[config.mk]
export PLATFORM = sky130hd
export DESIGN_NAME = sad_trigger_ctrl
export DESIGN_NICKNAME = d
export VERILOG_FILES = /design/src/rtl/sad_trigger_ctrl.sv
export SDC_FILE = /design/constraint.sdc
export NUM_CORES = 1
export LEC_CHECK = 0
export CORE_ASPECT_RATIO = 0.5
export CORE_UTILIZATION = 30
export DETAILED_ROUTE_END_ITERATION = 12
export PLACE_DENSITY = 0.52
export SLEW_MARGIN = 30
export SYNTH_ARGS = -nofsm -noshare
export SYNTH_HDL_FRONTEND = slang
export SYNTH_SLANG_ARGS = --single-unit
[constraint.sdc]
create_clock -name clk_adc -period 2.18 [get_ports clk_adc]
set_input_delay 0.327 -clock clk_adc [delete_from_list [all_inputs] [get_ports clk_adc]]
set_output_delay 0.327 -clock clk_adc [all_outputs]
set_load 0.03 [all_outputs]
[src/rtl/sad_trigger_ctrl.sv]
// sad_trigger_ctrl
// Sequencing controller for the SAD trigger datapath. It runs in the ADC clock
// domain. It primes the SAD window after arming and masks matches until the
// window holds valid samples. It converts the datapath match flag into
// fixed-width trigger pulses and spaces repeated triggers with a hold-off. It
// also keeps sticky triggered/count status for the register block.
//
// Ports:
//   clk_adc          ADC sample clock (the only clock)
//   reset_n          asynchronous active-low reset
//   armed_and_ready  capture armed (level)
//   cfg_short        1 = half-length window; sampled only when arming
//   cfg_multiple     1 = re-arm after each trigger, 0 = one trigger per arm
//   cfg_clear_status one-cycle pulse clearing status_triggered/status_count
//   sad_match        datapath flag: window SAD below threshold
//   sad_clear        one-cycle clear of the datapath window/accumulator
//   sad_enable       datapath accumulate enable
//   trigger          registered trigger pulse
//   status_triggered sticky "triggered since last clear"
//   status_count     saturating trigger count since last clear
//   state_dbg        current FSM state encoding
//
// Handshake: there is no valid/ready pairing here. armed_and_ready is a plain
// level. Dropping it aborts any run in progress on the next clk_adc edge.
module sad_trigger_ctrl #(
    parameter int pREF_SAMPLES   = 32,
    parameter int pMATCH_LATENCY = 2,
    parameter int pTRIG_PULSE    = 2,
    parameter int pCNT_WIDTH     = 8
) (
    input  logic                  clk_adc,
    input  logic                  reset_n,
    input  logic                  armed_and_ready,
    input  logic                  cfg_short,
    input  logic                  cfg_multiple,
    input  logic                  cfg_clear_status,
    input  logic                  sad_match,
    output logic                  sad_clear,
    output logic                  sad_enable,
    output logic                  trigger,
    output logic                  status_triggered,
    output logic [pCNT_WIDTH-1:0] status_count,
    output logic [2:0]            state_dbg
);

    localparam int CW = $clog2(pREF_SAMPLES + pMATCH_LATENCY + 1);

    typedef enum logic [2:0] {
        S_IDLE    = 3'd0,
        S_PRIME   = 3'd1,
        S_ACTIVE  = 3'd2,
        S_TRIG    = 3'd3,
        S_HOLDOFF = 3'd4,
        S_DONE    = 3'd5
    } state_t;

    state_t          state, state_nx;
    logic [CW-1:0]   cnt, cnt_nx;
    logic [CW-1:0]   win, win_nx;
    logic [CW-1:0]   win_sel;
    logic            trig_entry;

    assign win_sel = cfg_short ? CW'(pREF_SAMPLES / 2) : CW'(pREF_SAMPLES);

    // Next-state logic. sad_match is only looked at inside ACTIVE, so an
    // undriven match flag in any other state cannot reach the outputs.
    always_comb begin
        state_nx   = state;
        cnt_nx     = cnt;
        win_nx     = win;
        trig_entry = 1'b0;
        case (state)
            S_IDLE: begin
                if (armed_and_ready) begin
                    state_nx = S_PRIME;
                    win_nx   = win_sel;
                    // Fill the window plus the datapath pipeline before a
                    // match can be trusted.
                    cnt_nx   = win_sel + CW'(pMATCH_LATENCY - 1);
                end
            end
            S_PRIME: begin
                if (!armed_and_ready)  state_nx = S_IDLE;
                else if (cnt == '0)    state_nx = S_ACTIVE;
                else                   cnt_nx   = cnt - CW'(1);
            end
            S_ACTIVE: begin
                if (sad_match) begin
                    // Status counts the match even if a disarm on the same
                    // edge prevents the pulse.
                    trig_entry = 1'b1;
                end
                if (!armed_and_ready) begin
                    state_nx = S_IDLE;
                end else if (sad_match) begin
                    state_nx = S_TRIG;
                    cnt_nx   = CW'(pTRIG_PULSE - 1);
                end
            end
            S_TRIG: begin
                if (!armed_and_ready) begin
                    state_nx = S_IDLE;
                end else if (cnt == '0) begin
                    if (cfg_multiple) begin
                        state_nx = S_HOLDOFF;
                        // The hold-off covers the rest of a window length,
                        // measured from the rising edge of the trigger.
                        cnt_nx   = win - CW'(pTRIG_PULSE + 1);
                    end else begin
                        state_nx = S_DONE;
                    end
                end else begin
                    cnt_nx = cnt - CW'(1);
                end
            end
            S_HOLDOFF: begin
                if (!armed_and_ready)  state_nx = S_IDLE;
                else if (cnt == '0)    state_nx = S_ACTIVE;
                else                   cnt_nx   = cnt - CW'(1);
            end
            S_DONE: begin
                if (!armed_and_ready)  state_nx = S_IDLE;
            end
            default: state_nx = S_IDLE;
        endcase
    end

    always_ff @(posedge clk_adc or negedge reset_n) begin
        if (!reset_n) begin
            state <= S_IDLE;
            cnt   <= '0;
            win   <= '0;
        end else begin
            state <= state_nx;
            cnt   <= cnt_nx;
            win   <= win_nx;
        end
    end

    // Outputs are registered from the next state. Each one therefore lines up
    // with the state it belongs to.
    always_ff @(posedge clk_adc or negedge reset_n) begin
        if (!reset_n) begin
            sad_clear  <= 1'b0;
            sad_enable <= 1'b0;
            trigger    <= 1'b0;
        end else begin
            sad_clear  <= (state == S_IDLE) && armed_and_ready;
            sad_enable <= (state_nx == S_PRIME) || (state_nx == S_ACTIVE) ||
                          (state_nx == S_TRIG)  || (state_nx == S_HOLDOFF);
            trigger    <= (state_nx == S_TRIG);
        end
    end

    // A trigger entry wins over a coincident clear. The count then restarts
    // at one.
    always_ff @(posedge clk_adc or negedge reset_n) begin
        if (!reset_n) begin
            status_triggered <= 1'b0;
            status_count     <= '0;
        end else if (trig_entry) begin
            status_triggered <= 1'b1;
            if (cfg_clear_status)
                status_count <= pCNT_WIDTH'(1);
            else if (status_count != {pCNT_WIDTH{1'b1}})
                status_count <= status_count + pCNT_WIDTH'(1);
        end else if (cfg_clear_status) begin
            status_triggered <= 1'b0;
            status_count     <= '0;
        end
    end

    assign state_dbg = state;

endmodule

== Word level (Yosys, flattened, before mapping) ==
Index checks and enable logic that the tools add are counted.
Operators by class
  $add $sub $neg: 4
  eq/ne operators: 17
  mux-type cells: 28
  reduce and logical (&&, ||, !) cells: 13
Operator list (number)
  6-bit two-way mux: 9
  8-bit two-way mux: 4
  3-bit two-way mux: 8
  6-bit case mux with 4 select lines: 1
  3-bit case mux with 5 select lines: 1
  3-bit by 2-bit == test with 1-bit output (second input constant): 4
  2-bit != test (second input constant): 5
  3-bit == test (second input constant): 3
  8-bit by 1-bit adder with 8-bit output (second input constant): 1
  8-bit != test (second input constant): 1
  8-bit AND reduction: 1
  6-bit by 1-bit adder with 6-bit output (second input constant): 1
  3-bit by 1-bit == test with 1-bit output (second input constant): 2
  6-bit zero test: 1
  6-bit by 1-bit subtractor with 6-bit output (second input constant): 1
  6-bit by 2-bit subtractor with 6-bit output (second input constant): 1
  1-bit two-way mux: 5
  2-bit AND reduction: 2
  2-bit nonzero test: 2
  4-bit nonzero test: 1
  3-bit zero test: 1
  1-bit logical OR: 3
  3-bit != test (second input constant): 1
  2-bit by 1-bit != test with 1-bit output (second input constant): 1
  other kinds (2): 2
Word-level totals
  bits in registers: 27
  output and inout port bits: 15
  logic and storage cells: 70

== Logic depth before layout (Yosys ltp) ==
  word-level depth: 8
  gate-level depth with buffers: 8
  gate-level depth less buffers: 7

== Least setup slack after synthesis ==
Ideal clock, no wire load.
  path type: reg-to-reg
  start point: register cnt[0]
  end point: register cnt[5]
  arrival time: 1.939 ns
  setup slack: 0.120 ns
  stages on the path, launching flop included: 9
  buffers on the path: 1
  clock period less this slack: 2.060 ns
  cell sequence: dfrtp_1 inv_1 ha_1 or3b_1 clkbuf_2 or4b_4 a21boi_4 nor2_1 o22a_1
Between the ends
  longest elaborated chain between the ends: 4
Ends and longest elaborated chain
  start: declaration: line 58  | logic [CW-1:0] cnt, cnt_nx;
  start signal: assignment: line 135  | cnt <= cnt_nx;
  6-bit by 1-bit subtractor with 6-bit output / 6-bit zero test (equally long branches)
  6-bit two-way mux (on tied branches): line 84, 118, 103
  6-bit two-way mux (on tied branches): line 83, 101
  6-bit case mux with 4 select lines: line 72  | case (state)
Parallel ways exist; a longest one is shown, timed or not. The select of a mux whose other input is x is not followed.
A chain may end at the register's enable or synchronous reset.

== Worst setup path after layout ==
Ends and elaborated chain as after synthesis.

==> flow_metrics.py <==
metrics = {
    "status": {
        "status": "finished clean",
    },
    "clock_tree": {
        "numClockSinks": 23,
        "cts_max_path_buffers": 2,
        "numCtsBuffers": 3,
        "ctsHtreeMaxLevel": 1,
        "clk_pin_slew_worst_paths_ns": 0.09,
        "cts_setup_buffers": 0,
        "root_buffer": "clkbuf_8",
        "insertion_delay_ns": 0.27,
        "cts_tree": "yes",
    },
    "global_routing": {
        "grt_pass1_wl_um": 5010,
        "grt_pass1_vias": 1006,
        "gr-usage-met3_pct": 3.89,
        "busiest_layer": "met1",
        "grt_use_met1_pct": 21.0,
        "antenna_found_initial": 0,
        "grt_max_degree": 24,
        "grt_overflow": 0,
        "grt.met2_usage_pct": 19.8,
        "track_usage_pct": 13.9,
    },
    "final_layout": {
        "area_growth_syn_to_layout_pct": 28.2,
        "drive_above_1_share_pct": 14.7,
        "multi_input_area_sq_um": 687,
        "final_cells": 224,
        "finalNetCount": 180,
        "fin_area_sq_um": 1680,
        "regArea_sq_um": 576,
        "antenna_cells": 0,
        "nFillCells": 419,
    },
    "power_and_ir_drop": {
        "leakagePower_nw": 0.705,
        "cellPowerDensity_nw_per_um2": 619,
        "ir_worst_vdd_mv": 0.265,
    },
    "logic_synthesis": {
        "yosysMostFrequentCell": "dfrtp_1",
        "synth_area_sq_um": 1310,
        "syn_nets": 151,
        "ys_top_cells_by_area": "dfrtp_1 44%, a21oi_1 3.8%, nor2_1 3.7%",
        "synthCells": 142,
        "netlist.area_leader.share_pct": 43.8,
        "synth-edff-count": 0,
        "synth_common_cells": "23 x dfrtp_1, 13 x nor2_1, 10 x a21oi_1",
        "synth_seq_cells": 23,
        "ys.flop_type": "dfrtp_1",
        "synthArstFlopShare_pct": 100,
        "ys_seq_area_share_pct": 43.8,
        "avgSynthCellArea_sq_um": 9.25,
        "ys_types": 46,
        "yosysWarnings": 0,
        "yosysTopAreaCell": "dfrtp_1",
    },
    "detailed_routing": {
        "num_vias": 1123,
        "drc": 0,
        "wirelength_um": 2910,
        "via_per_inst": 5.01,
        "post_drt_wl_per_cell_um": 13.0,
        "postRouteAntennaNets": 0,
        "dr.pass1.iters": 4,
        "drtIter0Drc": 37,
    },
    "placement": {
        "dp_hpwl_um": 2130,
        "dp.cells": 220,
        "postPlaceCellArea_sq_um": 1630,
        "place.gp.congestion": 0.772,
        "portBuffers": 21,
    },
    "die": {
        "start_util_pct": 32.5,
        "die-area_sq_um": 4660,
        "die_y_um": 48.8,
        "io_pins": 22,
        "core-area_sq_um": 4040,
        "fp-row-count": 16,
        "die_w_um": 95.6,
    },
    "critical_path": {
        "path_delay_family": "simple AND/OR/NAND/NOR gates",
        "worstPathArrival_ns": 2.25,
        "slowest_delay_ns": 0.51,
        "path_class": "reg2reg",
        "crit_start": "cnt[0]",
        "path_buf_inv": 1,
        "slowest_stage": "or4b_4",
        "required_ns": 2.34,
        "r2r-start": "cnt[0]",
        "path_max_fanout": 3,
        "cp_cell_sequence": "inv_2 -> ha_2 -> or3b_4 -> or4b_4 -> a21boi_4 -> nor2_1 -> o22a_1",
        "end_kind": "flip-flop",
        "worstSetupStartpointType": "flip-flop",
    },
    "sta": {
        "hold_violations": 0,
        "period_minus_slack_ns": 2.08,
        "tightestPinTransition_ns": 0.516,
        "fmax_mhz": 480,
        "setup_violations": 0,
        "rsz0062_at_grt": "false",
        "finClkSkew_ns": 0.00355,
        "report.final.slew_viol_count": 0,
        "slew_headroom_pct": 65.2,
        "whs_ns": 0.407,
        "fin_tns_setup_ns": 0,
        "min_period_over_period_pct": 95.6,
    },
    "min_path": {
        "hold_class": "in2async",
    },
    "flow_run": {
        "maxCapViolCount": 0,
    },
}
==> final timing paths <==
| check | endpoint | slack (ns) | cells after the start |
|---|---|---|---|
| max | cnt[5] | 0.1 | 7 |
| min | state_dbg[2] | 0.41 | 2 |
| max reg2reg | cnt[5] | 0.1 | 7 |
| min reg2reg | cnt[2] | 0.51 | 1 |
| max in group asynchronous | status_count[0] | 1.52 | 2 |
| min in group clk_adc | cnt[2] | 0.51 | 1 |
==> where the power goes <==
| part | internal (W) | switching (W) | leakage [nW] |
|---|---|---|---|
| clock network | 0.000128 | 0.000149 | 0.0255 |
| registers | 0.000470 | 0.0000474 | 0.300 |
| logic | 0.000120 | 0.000128 | 0.380 |
| total | 0.000718 | 0.000324 | 0.705 |
==> state kept, by name, summed over array words and instances (netlist names) <==
| register | flops |
|---|---|
| sad_clear | 1 |
| sad_enable | 1 |
| win | 2 |
| state_dbg | 3 |
| cnt | 6 |
| trigger | 1 |
| status_triggered | 1 |
| status_count | 8 |
==> stage by stage <==
stage	util (%)	total power (W)	setup slack, ns
after global routing	41.6	0.00112	0.00983
after floorplan	-	0.000677	0.120
after CTS	41.5	0.00105	0.0360
final	41.6	0.00104	0.0954
after global placement	40.4	0.000766	0.0920
after detailed placement	40.4	0.000768	0.0288
==> placed cells by master (no fill, tap or decap), types with 2 or more instances in the layout <==
master            n
a21oi_1          10
a31oi_1           3
nor2_1           13
mux2_2            2
clkdlybuf4s50_1  21
clkbuf_8          3
nand2_1           9
xor2_1            2
o21bai_1          2
and2_1            2
nand3_1           6
nor3_1            5
nor2b_1           2
nand3b_1          2
buf_4             9
dfrtp_1          23
o211ai_1          4
and3_1            2
inv_1             7
xnor2_1           4
o21ai_0           9
nand4_1           3
==> repair_timing <==
item / 4_1_cts / 5_1_grt
gates resized for setup: 0 / 3
setup endpoints to repair: 0 / 2
hold buffers: 0 / 0
==> cells by family (layout without fill, tap and decap cells) <==
group,Yosys count,in the layout,share of synthesized area (%)
fa+ha+maj,2,2,1.90
mux,3,3,2.48
xor+xnor,6,6,4.00
compound gates,39,39,20.0
simple gates,55,55,23.5
flops,23,23,43.8
buf+inv,14,42,4.29
==> per-layer routing <==
| layer | vias to the layer above | share of wire (%) |
|---|---|---|
| met5 | - | 0 |
| met4 | 0 | 0 |
| met3 | 0 | 3.6 |
| met2 | 18 | 45 |
| met1 | 539 | 52 |
| li1 | 566 | - |
==> layout make-up <==
cell class | count | share of cell area (%)
sequential | 23 | 34.2
multi-input combinational | 105 | 40.8
clock buffer | 3 | 2.45
timing repair buffer | 30 | 16.5
clock inverter | 1 | 0.297
tap | 54 | 4.01
inverter | 8 | 1.78
==> worst register-to-register path: cells and delay by family (launching register included) <==
| kind | cells | cell delay [ns] |
|---|---|---|
| AOI/OAI and AO/OA | 2 | 0.34 |
| adders and majority gates | 1 | 0.18 |
| buffers and inverters | 1 | 0.08 |
| DFF | 1 | 0.41 |
| and+or+nand+nor | 3 | 0.98 |
(Power assumes the default switching activity.)
